$ cat src/rtl/miriscv_irq_pkg.sv
// Shared types and constants for the miriscv interrupt controller.
package miriscv_irq_pkg;

  typedef enum logic {
    IRQ_IDLE   = 1'b0,
    IRQ_ACTIVE = 1'b1
  } irq_state_e;

  localparam int unsigned MCAUSE_INT_BIT = 31;
  localparam int unsigned MCAUSE_W       = 32;
  localparam int unsigned IRQ_ID_W       = 5;
  localparam int unsigned IRQ_MAX_NUM    = 32;

  // Interrupt-flagged mcause value for a channel id.
  function automatic logic [MCAUSE_W-1:0] irq_mcause(input logic [IRQ_ID_W-1:0] id);
    logic [MCAUSE_W-1:0] cause;
    cause                 = '0;
    cause[MCAUSE_INT_BIT] = 1'b1;
    cause[IRQ_ID_W-1:0]   = id;
    return cause;
  endfunction

endpackage

$ cat src/rtl/miriscv_irq_arbiter.sv
// Combinational find-first over the eligible vector, fixed or rotating from ptr.
module miriscv_irq_arbiter
  import miriscv_irq_pkg::*;
#(
  parameter int unsigned NUM_IRQ = 32
) (
  input  logic [NUM_IRQ-1:0]  eligible_i,
  input  logic [IRQ_ID_W-1:0] ptr_i,
  input  logic                rr_mode_i,
  output logic                valid_c,
  output logic [IRQ_ID_W-1:0] id_c
);

  logic [NUM_IRQ-1:0] rot;
  int unsigned        sh;
  int unsigned        sum;

  always_comb begin
    valid_c = 1'b0;
    id_c    = '0;
    sum     = 0;
    sh      = NUM_IRQ - 32'(ptr_i);
    // Rotate so that bit 0 of rot corresponds to channel ptr.
    if (rr_mode_i) begin
      rot = (eligible_i >> ptr_i) | (eligible_i << sh);
    end else begin
      rot = eligible_i;
    end
    for (int unsigned i = 0; i < NUM_IRQ; i++) begin
      if (rot[i] && !valid_c) begin
        valid_c = 1'b1;
        sum     = i;
      end
    end
    if (rr_mode_i) begin
      sum = sum + 32'(ptr_i);
      if (sum >= NUM_IRQ) begin
        sum = sum - NUM_IRQ;
      end
    end
    id_c = IRQ_ID_W'(sum);
  end

endmodule

$ cat src/rtl/miriscv_irq_ctrl.sv
// Interrupt controller: edge/level pending capture, arbitration and a present/ack handshake.
module miriscv_irq_ctrl
  import miriscv_irq_pkg::*;
#(
  parameter int unsigned        NUM_IRQ   = 32,
  parameter int unsigned        PRIO_MODE = 0,
  parameter logic [NUM_IRQ-1:0] EDGE_MASK = '0
) (
  input  logic                clk_i,
  input  logic                rst_n_i,
  input  logic [NUM_IRQ-1:0]  irq_req_i,
  input  logic [NUM_IRQ-1:0]  irq_mie_i,
  input  logic                irq_ack_i,
  output logic                irq_o,
  output logic [MCAUSE_W-1:0] irq_mcause_o,
  output logic [NUM_IRQ-1:0]  irq_pending_o
);

  irq_state_e          state_q, state_d;
  logic [NUM_IRQ-1:0]  req_q, req_d;
  logic [NUM_IRQ-1:0]  pend_q, pend_d;
  logic [NUM_IRQ-1:0]  eligible_c;
  logic [NUM_IRQ-1:0]  clr_c;
  logic [IRQ_ID_W-1:0] ptr_q, ptr_d;
  logic [IRQ_ID_W-1:0] arb_id_c;
  logic [IRQ_ID_W-1:0] cur_id_c;
  logic                arb_valid_c;
  logic [MCAUSE_W-1:0] mcause_q, mcause_d;
  logic                irq_q, irq_d;

  assign cur_id_c   = mcause_q[IRQ_ID_W-1:0];
  assign eligible_c = pend_q & irq_mie_i;

  miriscv_irq_arbiter #(
    .NUM_IRQ (NUM_IRQ)
  ) u_arbiter (
    .eligible_i (eligible_c),
    .ptr_i      (ptr_q),
    .rr_mode_i  (PRIO_MODE == 32'd1),
    .valid_c    (arb_valid_c),
    .id_c       (arb_id_c)
  );

  // Pending capture; a new edge beats a same-cycle ack clear.
  always_comb begin
    req_d = irq_req_i;
    clr_c = '0;
    if (state_q == IRQ_ACTIVE && irq_ack_i) begin
      clr_c = NUM_IRQ'(1) << cur_id_c;
    end
    pend_d = (EDGE_MASK & ((pend_q & ~clr_c) | (irq_req_i & ~req_q)))
           | (~EDGE_MASK & req_q);
  end

  // Handshake FSM: present one interrupt and freeze it until acknowledged.
  always_comb begin
    state_d  = state_q;
    mcause_d = mcause_q;
    ptr_d    = ptr_q;
    case (state_q)
      IRQ_IDLE: begin
        if (arb_valid_c) begin
          state_d  = IRQ_ACTIVE;
          mcause_d = irq_mcause(arb_id_c);
        end
      end
      IRQ_ACTIVE: begin
        if (irq_ack_i) begin
          state_d = IRQ_IDLE;
          ptr_d   = (cur_id_c == IRQ_ID_W'(NUM_IRQ - 1)) ? '0 : cur_id_c + IRQ_ID_W'(1);
        end
      end
      default: state_d = IRQ_IDLE;
    endcase
    irq_d = (state_d == IRQ_ACTIVE);
  end

  always_ff @(posedge clk_i) begin
    if (!rst_n_i) begin
      state_q  <= IRQ_IDLE;
      req_q    <= '0;
      pend_q   <= '0;
      ptr_q    <= '0;
      mcause_q <= '0;
      irq_q    <= 1'b0;
    end else begin
      state_q  <= state_d;
      req_q    <= req_d;
      pend_q   <= pend_d;
      ptr_q    <= ptr_d;
      mcause_q <= mcause_d;
      irq_q    <= irq_d;
    end
  end

  assign irq_o         = irq_q;
  assign irq_mcause_o  = mcause_q;
  assign irq_pending_o = pend_q;

endmodule

$ cat config.mk
export PLATFORM = sky130hd
export DESIGN_NAME = miriscv_irq_ctrl
export DESIGN_NICKNAME = d
export VERILOG_FILES = /design/src/rtl/miriscv_irq_pkg.sv /design/src/rtl/miriscv_irq_arbiter.sv /design/src/rtl/miriscv_irq_ctrl.sv
export SDC_FILE = /design/constraint.sdc
export NUM_CORES = 1
export LEC_CHECK = 0
export BUFFER_PORTS_ARGS = -buffer_cell sky130_fd_sc_hd__buf_2
export CORE_MARGIN = 5
export CORE_UTILIZATION = 50
export DETAILED_ROUTE_END_ITERATION = 6
export PLACE_DENSITY_LB_ADDON = 0.2
export SKIP_LAST_GASP = 1
export SYNTH_ARGS = -nofsm -noshare
export SYNTH_HDL_FRONTEND = slang
export SYNTH_HIERARCHICAL = 1
export SYNTH_SLANG_ARGS = --single-unit
$ cat constraint.sdc
create_clock -name clk_i -period 3.5 [get_ports clk_i]
set_input_delay 0.175 -clock clk_i [delete_from_list [all_inputs] [get_ports clk_i]]
set_output_delay 0.175 -clock clk_i [all_outputs]
set_load 0.02 [all_outputs]
-- Word-level counts from Yosys, hierarchy flattened
Index checks and enable logic that the tools add are counted.
- register bits: 71
- input port bits: 67
- logic and storage cells: 135
- bitwise operators: 2
- reductions and logical operators: 63
- muxes and demuxes: 66
- operators with widths (operator ; number):
    $mux 5 ; 16
    $mux 1 ; 35
    $and 32x32->32 ; 1
    $mux 4 ; 8
    $logic_and 1x1->1 ; 31
    $logic_not 1->1 ; 31
    $mux 3 ; 4
    $mux 2 ; 2
    $pmux 1 s2 ; 1
    $reduce_and 2->1 ; 1
    $not 1->1 ; 1

-- Depth between registers and ports, before layout
Gate-level depths: netlist (run 1).
- depth in word-level cells: 97
- gate-level depth with buffers: 27

-- Cells and area by module
Netlist (run 1), hierarchy kept.
- by module, submodules not included (module ; sequential area each (µm²) ; area an instance (µm²) ; cells an instance ; instances):
    miriscv_irq_arbiter ; 0.0 ; 5611.6 ; 688 ; 1
    miriscv_irq_ctrl ; 1521.5 ; 2618.8 ; 244 ; 1

-- Least setup slack after synthesis (run 1)
Ideal clock, no wire load.
- kind: register to register
- start point: reg, netlist name ptr_q[1]
- end point: reg mcause_q[2] (netlist: irq_mcause_o[2])
- required time: 3.384 ns
- period minus slack after synthesis: 3.826 ns
- setup slack: -0.326 ns
- path buffers: 7
- setup time: 0.116 ns
- stages on the path, launching flop included: 21
- data arrival time: 3.710 ns
- cells stage by stage: dfxtp_1 buf_6 buf_6 buf_2 inv_1 ha_1 buf_6 buf_12 buf_6 mux2_2 mux2i_1 mux2_2 nor3_1 a2111oi_4 nand3_1 nor2_1 nand4_1 nor2b_1 buf_2 mux2i_1 nor2b_1
- RTL lines (item ; line ; text):
    end signal, assigned ; miriscv_irq_ctrl.sv:91 ; mcause_q <= mcause_d;
    end, declared ; miriscv_irq_ctrl.sv:28 ; logic [MCAUSE_W-1:0] mcause_q, mcause_d;

==> impl_metrics.py, run 1 <==
metrics = {
    "run_status": {
        "status": "complete, but fails checks",
        "violations": "design-rule violations",
    },
    "synthesis": {
        "netlist_area_um2": 8230,
        "seq_area_frac_synth": 0.185,
        "avgSynthCellArea_um2": 8.83,
        "yosysUniqueCellTypes": 94,
        "synthCells": 932,
        "synth_seq_cells": 76,
        "synth_edf_count": 0,
        "ys.flop_type": "dfxtp_1",
        "async_flop_share": 0,
        "yosysWarningCount": 6,
    },
    "critical_path": {
        "crit_path_cell_trace": "inv_1, ha_2, mux2_2, mux2i_1, mux2_4, nor3_2, a2111oi_4, nand3_2, nor4b_1, o21ai_1, a31oi_1, mux2i_1, nor2b_1",
        "path_class": "register to register",
        "cp_top_family": "multiplexers",
        "crit_required_ps": 3780,
        "cp-start-kind": "register",
        "critical_path_buf_inv_count": 1,
        "cp-end-kind": "register",
        "worst_path_most_repeated_cell": "mux2i_1",
        "slowest_delay_ps": 500,
        "crit_path_max_fanout": 10,
        "cp.arrival_ps": 3570,
        "cpMaxStageDelayCell": "ha_2",
    },
    "global_routing": {
        "overflow": 0,
        "grt_pass1_vias": 8016,
        "grt_util_all_layers": 0.313,
        "grt_pass1_wl_um": 48100,
        "antenna_found_initial": 1,
        "grt_max_degree": 78,
    },
    "sta": {
        "tightest_slew_ps": 1000,
        "hold_viol": 0,
        "fin_crit_sh": 0.940,
        "clock_skew_ps": 7.63,
        "setup_tns_ps": 0,
        "grt_setup_unrepaired": "no",
        "fin_crit_ps": 3290,
        "layout_setup_ws_ps": 210,
        "slew_headroom": 0.323,
        "drv_slew": 0,
        "max_freq_mhz": 304,
        "setup_viol": 0,
    },
    "route": {
        "avgRoutedWirePerCell_um": 25.3,
        "wl_um": 31200,
        "dr.first_iter.drc_count": 1625,
        "vias": 8545,
        "vias_per_cell": 6.94,
        "dr.pass1.iters": 7,
        "ant_nets": 0,
        "route.detailed.drc": 33,
    },
    "floorplan": {
        "die_y_um": 138,
        "die_w_um": 138,
        "dieArea_um2": 19100,
        "num_rows": 47,
        "start_util": 0.503,
        "io_pins": 132,
        "core_area_um2": 16300,
    },
    "layout": {
        "antenna_cells": 0,
        "multiInputGateArea_um2": 6140,
        "num-fill-cells": 1521,
        "final_cell_count_no_fill": 1231,
        "seq_area_um2": 1530,
        "area_delta_synth_final_pct": 11.6,
        "nNetsFinal": 1082,
        "layout-drive-gt1-share": 0.293,
        "final_core_util": 0.562,
    },
    "placement": {
        "dp_hpwl_um": 23300,
        "pre_cts_ws_ps": 299,
        "dp.cells": 1216,
        "gp_congestion": 1.05,
        "numPortBuffers": 105,
    },
    "clock_tree": {
        "clk_latency_ps": 340,
        "cts-root-buf": "clkbuf_16",
        "cts_tree": "done",
        "cts_buffers": 9,
        "cts_buffer_depth": 2,
        "cts_max_level": 3,
        "clock_sinks": 76,
        "clk_pin_slew_ps": 70,
    },
    "power_and_ir_drop": {
        "peakVddDrop_mv": 0.285,
        "power_w": 0.00309,
        "power_density_nw_per_um2": 336,
        "p_leak_nw": 3.59,
    },
    "run": {
        "cap_violations": 0,
    },
    "hold_path": {
        "hold_class": "input port to register",
    },
}
layout by cell type, fill, tap and decap left out, types with 6 or more instances in the layout:
cell type  Yosys  final
mux2i_1       63     63
mux4_2        47     47
o22ai_1       16     16
a31oi_1       11     11
o32ai_1        8      8
or3_1         10     10
o21a_1         7      7
and2_1       101    101
nand2b_1      11     11
a21oi_1       28     28
ha_1           7      6
inv_1         10     10
conb_1         1     32
buf_4         32     39
o21ai_0       19     19
a2111oi_0      6      6
nor2b_1       19     19
o211ai_1      11     11
nor3_1        24     23
dfxtp_1       76     73
or2_2          7      7
mux2_2        47     46
nand3_1       28     27
o31ai_1       10     10
a32oi_1        6      6
a211oi_1      14     14
buf_2         24    105
nor2_1        45     44
clkbuf_16      0     10
nand2_1       49     49
metal layers:
layer / vias up / wire, um / global-route usage
met4: 2 / 1760 / 0.161
met5: - / 13 / 0
li1: 3656 / - / -
met3: 162 / 4210 / 0.0922
met1: 3992 / 12100 / 0.422
met2: 733 / 13100 / 0.454
sequential cells by signal (all words and copies together) (netlist names):
| name | cells |
|---|---|
| irq_pending_o | 32 |
| pend_d | 32 |
| irq_mcause_o | 6 |
| ptr_q | 5 |
| irq_o | 1 |
power breakdown:
group          switching [W]  internal, W  total (W)
combinational       0.000643     0.000389    0.00103
clock               0.000382     0.000738    0.00112
sequential         0.0000262     0.000908   0.000934
cell type report:
class / instances / area share
Clock buffer: 10 / 0.0273
Clock inverter: 5 / 0.0117
Inverter: 12 / 0.00491
Multi-Input combinational cell: 763 / 0.669
Sequential cell: 76 / 0.167
Tap cell: 220 / 0.0300
Timing Repair Buffer: 145 / 0.0903
metrics by stage:
| stage | cell area [um2] | hold slack, ps |
|---|---|---|
| floorplan | 8370 | 297 |
| global placement | 8820 | 374 |
| detailed placement | 8820 | 378 |
| CTS | 9180 | 19.7 |
| global route | 9180 | 24.1 |
| finish | 9180 | 32.8 |
final timing paths:
check / slack, ps / depth (start not counted) / endpoint / start
max: 210 / 13 / irq_mcause_o[2] / ptr_q[1]
min: 30 / 2 / pend_d[11] / irq_req_i[11]
max reg2reg: 210 / 13 / irq_mcause_o[2] / ptr_q[1]
min reg2reg: 430 / 1 / irq_pending_o[21] / pend_d[21]
Yosys cell counts (6+ instances only):
cell type	count	area [um2]
buf_1	6	22.5
buf_4	32	240
nor2_1	45	169
nand2_1	49	184
clkbuf_1	38	143
or3_1	10	62.6
o22ai_1	16	100
nand2b_1	11	68.8
a211oi_1	14	105
ha_1	7	87.6
nor2b_1	19	119
nand3_1	28	140
mux2_2	47	529
a31oi_1	11	68.8
o211ai_1	11	82.6
nor3_1	24	120
and2_1	101	632
buf_2	24	120
buf_6	11	124
o21ai_0	19	95.1
o21a_1	7	52.6
a32oi_1	6	52.6
mux2i_1	63	631
inv_1	10	37.5
a21oi_1	28	140
o32ai_1	8	70.1
or2_2	7	43.8
mux4_2	47	1060
a2111oi_0	6	52.6
o31ai_1	10	75.1
dfxtp_1	76	1520
cells by family after synthesis:
group                    Yosys count  synth area share
AND/OR/NAND/NOR                  334             0.225
AO/OA/AOI/OAI                    222             0.206
multiplexers                     160             0.276
buffers and inverters            124            0.0868
flip-flops                        76             0.185
adder cells (fa/ha/maj)            8            0.0131
XOR/XNOR                           7           0.00745
other                              1          0.000456
timing repair:
item                                    CTS  global route
gates resized for setup                   0             1
endpoints found under the setup margin    0             1
buffers inserted                          0             0
hold buffers                              0             0
(Power assumes the default switching activity.)
==> run 2, diff against run 1 <==
==> constraint.sdc (replaced) <==
create_clock -name clk_i -period 3.1 [get_ports clk_i]
set_input_delay 0.155 -clock clk_i [delete_from_list [all_inputs] [get_ports clk_i]]
set_output_delay 0.155 -clock clk_i [all_outputs]
set_load 0.02 [all_outputs]
==> impl_metrics.py, run 2 (synthesis gave the netlist of run 1 again) <==
metrics = {
    "floorplan": {
        "die_y_um": 138,
        "core_area_um2": 16300,
        "start_util": 0.503,
        "io_pins": 132,
        "num_rows": 47,
        "dieArea_um2": 19100,
        "die_w_um": 138,
    },
    "run": {
        "cap_violations": 0,
    },
    "critical_path": {
        "startpoint": "ptr_q[1]",
        "crit_path_max_fanout": 7,
        "cp.arrival_ps": 3300,
        "worst_path_most_repeated_cell": "mux2_4",
        "crit_required_ps": 3390,
        "slowest_delay_ps": 380,
        "cp_num_cells": 13,
        "r2r_cells": 13,
        "timing.rr.start": "ptr_q[1]",
        "cp-end-kind": "register",
        "cp-start-kind": "register",
        "crit_path_cell_trace": "inv_4, ha_4, mux2_4, mux2i_2, mux2_4, nor3_2, a2111oi_4, nand3_2, nor4b_2, o21ai_1, a31oi_1, mux2i_1, nor2b_1",
        "cp_top_family": "multiplexers",
        "endpoint": "irq_mcause_o[2]",
        "critical_path_buf_inv_count": 1,
        "reg2reg_setup_slack_ps": 90,
        "path_class": "register to register",
        "r2r-end": "irq_mcause_o[2]",
        "cpMaxStageDelayCell": "dfxtp_4",
    },
    "layout": {
        "antenna_cells": 0,
        "final_cell_count_no_fill": 1259,
        "num-fill-cells": 1508,
        "design_area_um2": 9470,
        "layout_common_cells": "buf_2, and2_1, dfxtp_1",
        "final_common_cell": "buf_2",
        "nNetsFinal": 1109,
        "area_delta_synth_final_pct": 15.1,
        "layout-drive-gt1-share": 0.303,
    },
    "global_routing": {
        "grt_pass1_wl_um": 47000,
        "overflow": 0,
        "use_met3": 0.104,
        "grt_util_met2": 0.442,
        "antenna_found_initial": 0,
        "met1_usage": 0.420,
        "grt_util_all_layers": 0.309,
        "grt_max_degree": 84,
        "busiest_layer": "met2",
        "grt_pass1_vias": 7900,
    },
    "clock_tree": {
        "clk_pin_slew_ps": 60,
        "cts_buffer_depth": 2,
        "cts_tree": "done",
        "clock_sinks": 76,
        "clk_latency_ps": 350,
        "cts_buffers": 9,
        "cts_max_level": 3,
        "cts-root-buf": "clkbuf_16",
    },
    "placement": {
        "dp_hpwl_um": 23000,
        "gp_congestion": 1.04,
        "dp.cells": 1222,
        "numPortBuffers": 105,
        "pre_cts_ws_ps": 75.6,
        "place_area_um2": 8900,
    },
    "route": {
        "vias_per_cell": 6.75,
        "dr.first_iter.drc_count": 1497,
        "wl_um": 31100,
        "route.detailed.drc": 0,
        "vias": 8504,
        "dr.pass1.iters": 6,
        "ant_nets": 0,
        "avgRoutedWirePerCell_um": 24.7,
    },
    "sta": {
        "hold_viol": 0,
        "fin_crit_ps": 3010,
        "drv_slew": 0,
        "tightest_slew_ps": 1020,
        "fin_crit_sh": 0.970,
        "max_freq_mhz": 332,
        "setup_viol": 0,
        "slew_headroom": 0.309,
        "grt_setup_unrepaired": "yes",
        "layout_setup_ws_ps": 91.9,
        "clock_skew_ps": 3.49,
        "hold-worst-slack_ps": 13.6,
    },
    "hold_path": {
        "hold_class": "input port to register",
    },
    "power_and_ir_drop": {
        "peakVddDrop_mv": 0.458,
        "p_leak_nw": 3.73,
        "power_density_nw_per_um2": 355,
    },
    "run_status": {
        "status": "complete, no violations",
    },
}
## run 2: changes by cell type in the layout (fill, tap and decap cells not counted), moves of 3 or more
cell           previous run  this run
buf_4                    39        49
dlygate4sd3_1             0        17
inv_6                     0         3
mux2_2                   46        42
mux2_4                    3         7
## run 2: what timing repair did
| action | CTS | global route |
|---|---|---|
| endpoints found under the setup margin | 0 | 7 |
| hold endpoints to repair | 16 | 1 |
| hold buffers | 16 | 1 |
| gates resized for setup | 0 | 11 |
| buffers inserted | 0 | 5 |
## run 2: worst min-delay path by stage
stage | cells after the start | from | slack, ps | end
2_1_floorplan | 1 | irq_req_i[15] | 280 | pend_d[15]
3_3_place_gp | 2 | irq_req_i[15] | 350 | pend_d[15]
3_5_place_dp | 2 | irq_req_i[15] | 360 | pend_d[15]
4_1_cts | 2 | irq_req_i[21] | 0.5 | pend_d[21]
5_1_grt | 2 | irq_req_i[27] | 10 | pend_d[27]
6_report | 2 | irq_req_i[18] | 10 | pend_d[18]
## run 2: layout make-up
class,instances,area (um2),share of cell area
clock buffer,9,225,0.0238
clock inverter,7,87.6,0.00925
inverter,12,47.5,0.00502
multi-input combinational,763,6220,0.657
sequential,76,1530,0.162
tap,220,275,0.0291
timing repair buffer,172,1080,0.114
## run 2: power breakdown
group | total (W) | internal [W] | switching, W
Clock | 0.00110 | 0.000644 | 0.000457
Sequential | 0.00105 | 0.00102 | 0.0000286
Combinational | 0.00120 | 0.000471 | 0.000734
## run 2: metal layers
metal	part of all wire	vias up
li1	-	3718
met3	0.15	147
met1	0.38	3898
met2	0.41	741
met4	0.058	0
met5	0	-
## run 2: metrics by stage
| stage | power [W] | TNS, ps | utilization |
|---|---|---|---|
| floorplan | 0.00193 | -1560 | - |
| global placement | 0.00218 | 0 | 0.545 |
| detailed placement | 0.00217 | 0 | 0.545 |
| CTS | 0.00330 | 0 | 0.573 |
| global route | 0.00350 | -30.9 | 0.579 |
| finish | 0.00336 | 0 | 0.579 |
## run 2: worst reg2reg max path: stages (launching register included)
cell and delay, ps:
dfxtp_4 380, inv_4 50, ha_4 350, mux2_4 340, mux2i_2 180, mux2_4 220
nor3_2 70, a2111oi_4 360, nand3_2 200, nor4b_2 320, o21ai_1 100, a31oi_1 180
mux2i_1 90, nor2b_1 100
==> run 3, diff against run 2 <==
--- a/config.mk
+++ b/config.mk
@@ -10,6 +10,7 @@
 export CORE_UTILIZATION = 50
 export DETAILED_ROUTE_END_ITERATION = 6
 export PLACE_DENSITY_LB_ADDON = 0.2
+export RECOVER_POWER = 50
 export SKIP_LAST_GASP = 1
 export SYNTH_ARGS = -nofsm -noshare
 export SYNTH_HDL_FRONTEND = slang
==> impl_metrics.py, run 3 (synthesis gave the netlist of run 1 again) <==
metrics = {
    "global_routing": {
        "grt_max_degree": 84,
        "grt_util_all_layers": 0.309,
        "antenna_found_initial": 0,
        "grt_pass1_vias": 7900,
        "grt_pass1_wl_um": 47000,
        "overflow": 0,
    },
    "layout": {
        "area_delta_synth_final_pct": 15.0,
        "design_area_um2": 9470,
        "final_common_cell": "buf_2",
        "multiInputGateArea_um2": 6220,
        "final_core_util": 0.579,
        "seq_area_um2": 1530,
        "nNetsFinal": 1109,
        "antenna_cells": 0,
        "layout-drive-gt1-share": 0.302,
        "final_cell_count_no_fill": 1259,
        "num-fill-cells": 1510,
        "layout_common_cells": "buf_2, and2_1, dfxtp_1",
    },
    "hold_path": {
        "hp-start": "irq_req_i[27]",
        "holdPathStages": 2,
        "hold_class": "input port to register",
        "min_to": "pend_d[27]",
    },
    "run_status": {
        "status": "complete, but fails checks",
        "violations": "design-rule violations, max-capacitance violations, max-slew violations",
    },
    "placement": {
        "gp_congestion": 1.04,
        "dp.cells": 1222,
        "place_area_um2": 8900,
        "numPortBuffers": 105,
        "dp_hpwl_um": 23000,
    },
    "clock_tree": {
        "cts_tree": "done",
        "cts_buffer_depth": 2,
        "cts_max_level": 3,
        "cts-root-buf": "clkbuf_16",
        "cts_buffers": 9,
        "clk_pin_slew_ps": 70,
        "clock_sinks": 76,
        "clk_latency_ps": 350,
    },
    "power_and_ir_drop": {
        "power_density_nw_per_um2": 355,
        "power.switching_w": 0.00122,
        "power_frac_comb": 0.358,
        "clockPowerShare": 0.328,
        "power_w": 0.00336,
        "intPower_w": 0.00214,
        "p_leak_nw": 3.71,
        "p_seq_frac": 0.313,
        "swShare": 0.364,
        "peakVddDrop_mv": 0.459,
    },
    "floorplan": {
        "num_rows": 47,
        "io_pins": 132,
        "die_y_um": 138,
        "start_util": 0.503,
        "core_area_um2": 16300,
        "dieArea_um2": 19100,
        "die_w_um": 138,
    },
    "sta": {
        "fin_crit_ps": 3020,
        "clock_skew_ps": 5.34,
        "drv_slew": 66,
        "hold_viol": 0,
        "fin_crit_sh": 0.976,
        "slew_headroom": -0.225,
        "tightest_slew_ps": 1840,
        "setup_viol": 0,
        "grt_setup_unrepaired": "yes",
        "max_freq_mhz": 331,
    },
    "route": {
        "wl_um": 31200,
        "vias": 8593,
        "dr.first_iter.drc_count": 1519,
        "avgRoutedWirePerCell_um": 24.8,
        "ant_nets": 0,
        "vias_per_cell": 6.83,
        "dr.pass1.iters": 7,
        "route.detailed.drc": 1,
    },
    "critical_path": {
        "critical_path_buf_inv_count": 1,
        "cp-start-kind": "register",
        "slowest_delay_ps": 380,
        "r2r_cells": 13,
        "worst_path_most_repeated_cell": "mux2_4",
        "r2r-end": "irq_mcause_o[2]",
        "reg2reg_setup_slack_ps": 80,
        "timing.rr.start": "ptr_q[1]",
        "crit_path_max_fanout": 7,
        "crit_path_cell_trace": "inv_4, ha_4, mux2_4, mux2i_2, mux2_4, nor3_2, a2111oi_4, nand3_2, nor4b_2, o21ai_1, a31oi_1, mux2i_1, nor2b_1",
        "cp-end-kind": "register",
        "cp.arrival_ps": 3310,
        "cp_top_family": "multiplexers",
        "crit_required_ps": 3390,
        "startpoint": "ptr_q[1]",
        "path_class": "register to register",
        "cpMaxStageDelayCell": "dfxtp_4",
    },
    "run": {
        "cap_violations": 1,
    },
}
-- run 3: changes by cell type in the layout (fill, tap and decap cells not counted), sizes merged --
cell	previous run	this run
buf	155	154
clkbuf	9	10
-- run 3: worst max path at each step --
stage | end | slack, ps | cells after the start
6_report | irq_mcause_o[2] | 80 | 13
4_1_cts | irq_mcause_o[2] | 40 | 13
5_1_grt | irq_mcause_o[2] | -30 | 13
3_3_place_gp | irq_mcause_o[2] | 170 | 13
2_1_floorplan | irq_mcause_o[2] | -230 | 20
3_5_place_dp | irq_mcause_o[2] | 80 | 13
-- run 3: power groups by stage --
| stage | combinational (W) | clock, W | sequential [W] |
|---|---|---|---|
| after floorplan | 0.000835 | 0 | 0.00110 |
| final | 0.00121 | 0.00110 | 0.00105 |
| after global placement | 0.00111 | 0 | 0.00107 |
| after detailed placement | 0.00110 | 0 | 0.00107 |
| after CTS | 0.00112 | 0.00113 | 0.00105 |
| after global routing | 0.00126 | 0.00118 | 0.00106 |
-- run 3: metrics by stage --
stage | setup WS (ps) | hold WS, ps | TNS (ps)
5_1_grt | -30.9 | 9.83 | -30.9
3_5_place_dp | 75.6 | 360 | 0
2_1_floorplan | -229 | 277 | -1560
3_3_place_gp | 171 | 355 | 0
6_report | 75.1 | 14.4 | 0
4_1_cts | 40.6 | 0.497 | 0
-- run 3: metal layers --
layer / wire length, um / share of wire / vias to the layer above / global-route usage
met5: 0 / 0 / - / 0
met4: 1770 / 0.057 / 0 / 0.145
met3: 4710 / 0.15 / 141 / 0.104
met2: 12900 / 0.41 / 758 / 0.442
met1: 11800 / 0.38 / 3980 / 0.420
li1: - / - / 3714 / -
-- run 3: worst register-to-register path, delay by kind of cell (launching register included) --
| kind | cells | cell delay, ps |
|---|---|---|
| buf+inv | 1 | 50 |
| compound gates | 3 | 640 |
| simple gates | 4 | 700 |
| mux | 4 | 840 |
| fa+ha+maj | 1 | 360 |
| flops | 1 | 380 |
-- run 3: area by class of cell --
class                           instances  share of cell area
Clock buffer                            9              0.0238
Clock inverter                          7             0.00925
Inverter                               12             0.00502
Multi-Input combinational cell        763               0.657
Sequential cell                        76               0.162
Tap cell                              220              0.0291
Timing Repair Buffer                  172               0.114
-- run 3: what timing repair did --
item                                   CTS  global route
resized for setup                        0            11
setup endpoints to repair                0             7
hold buffers                            16             1
buffers inserted                         0             5
endpoints found under the hold margin   16             1
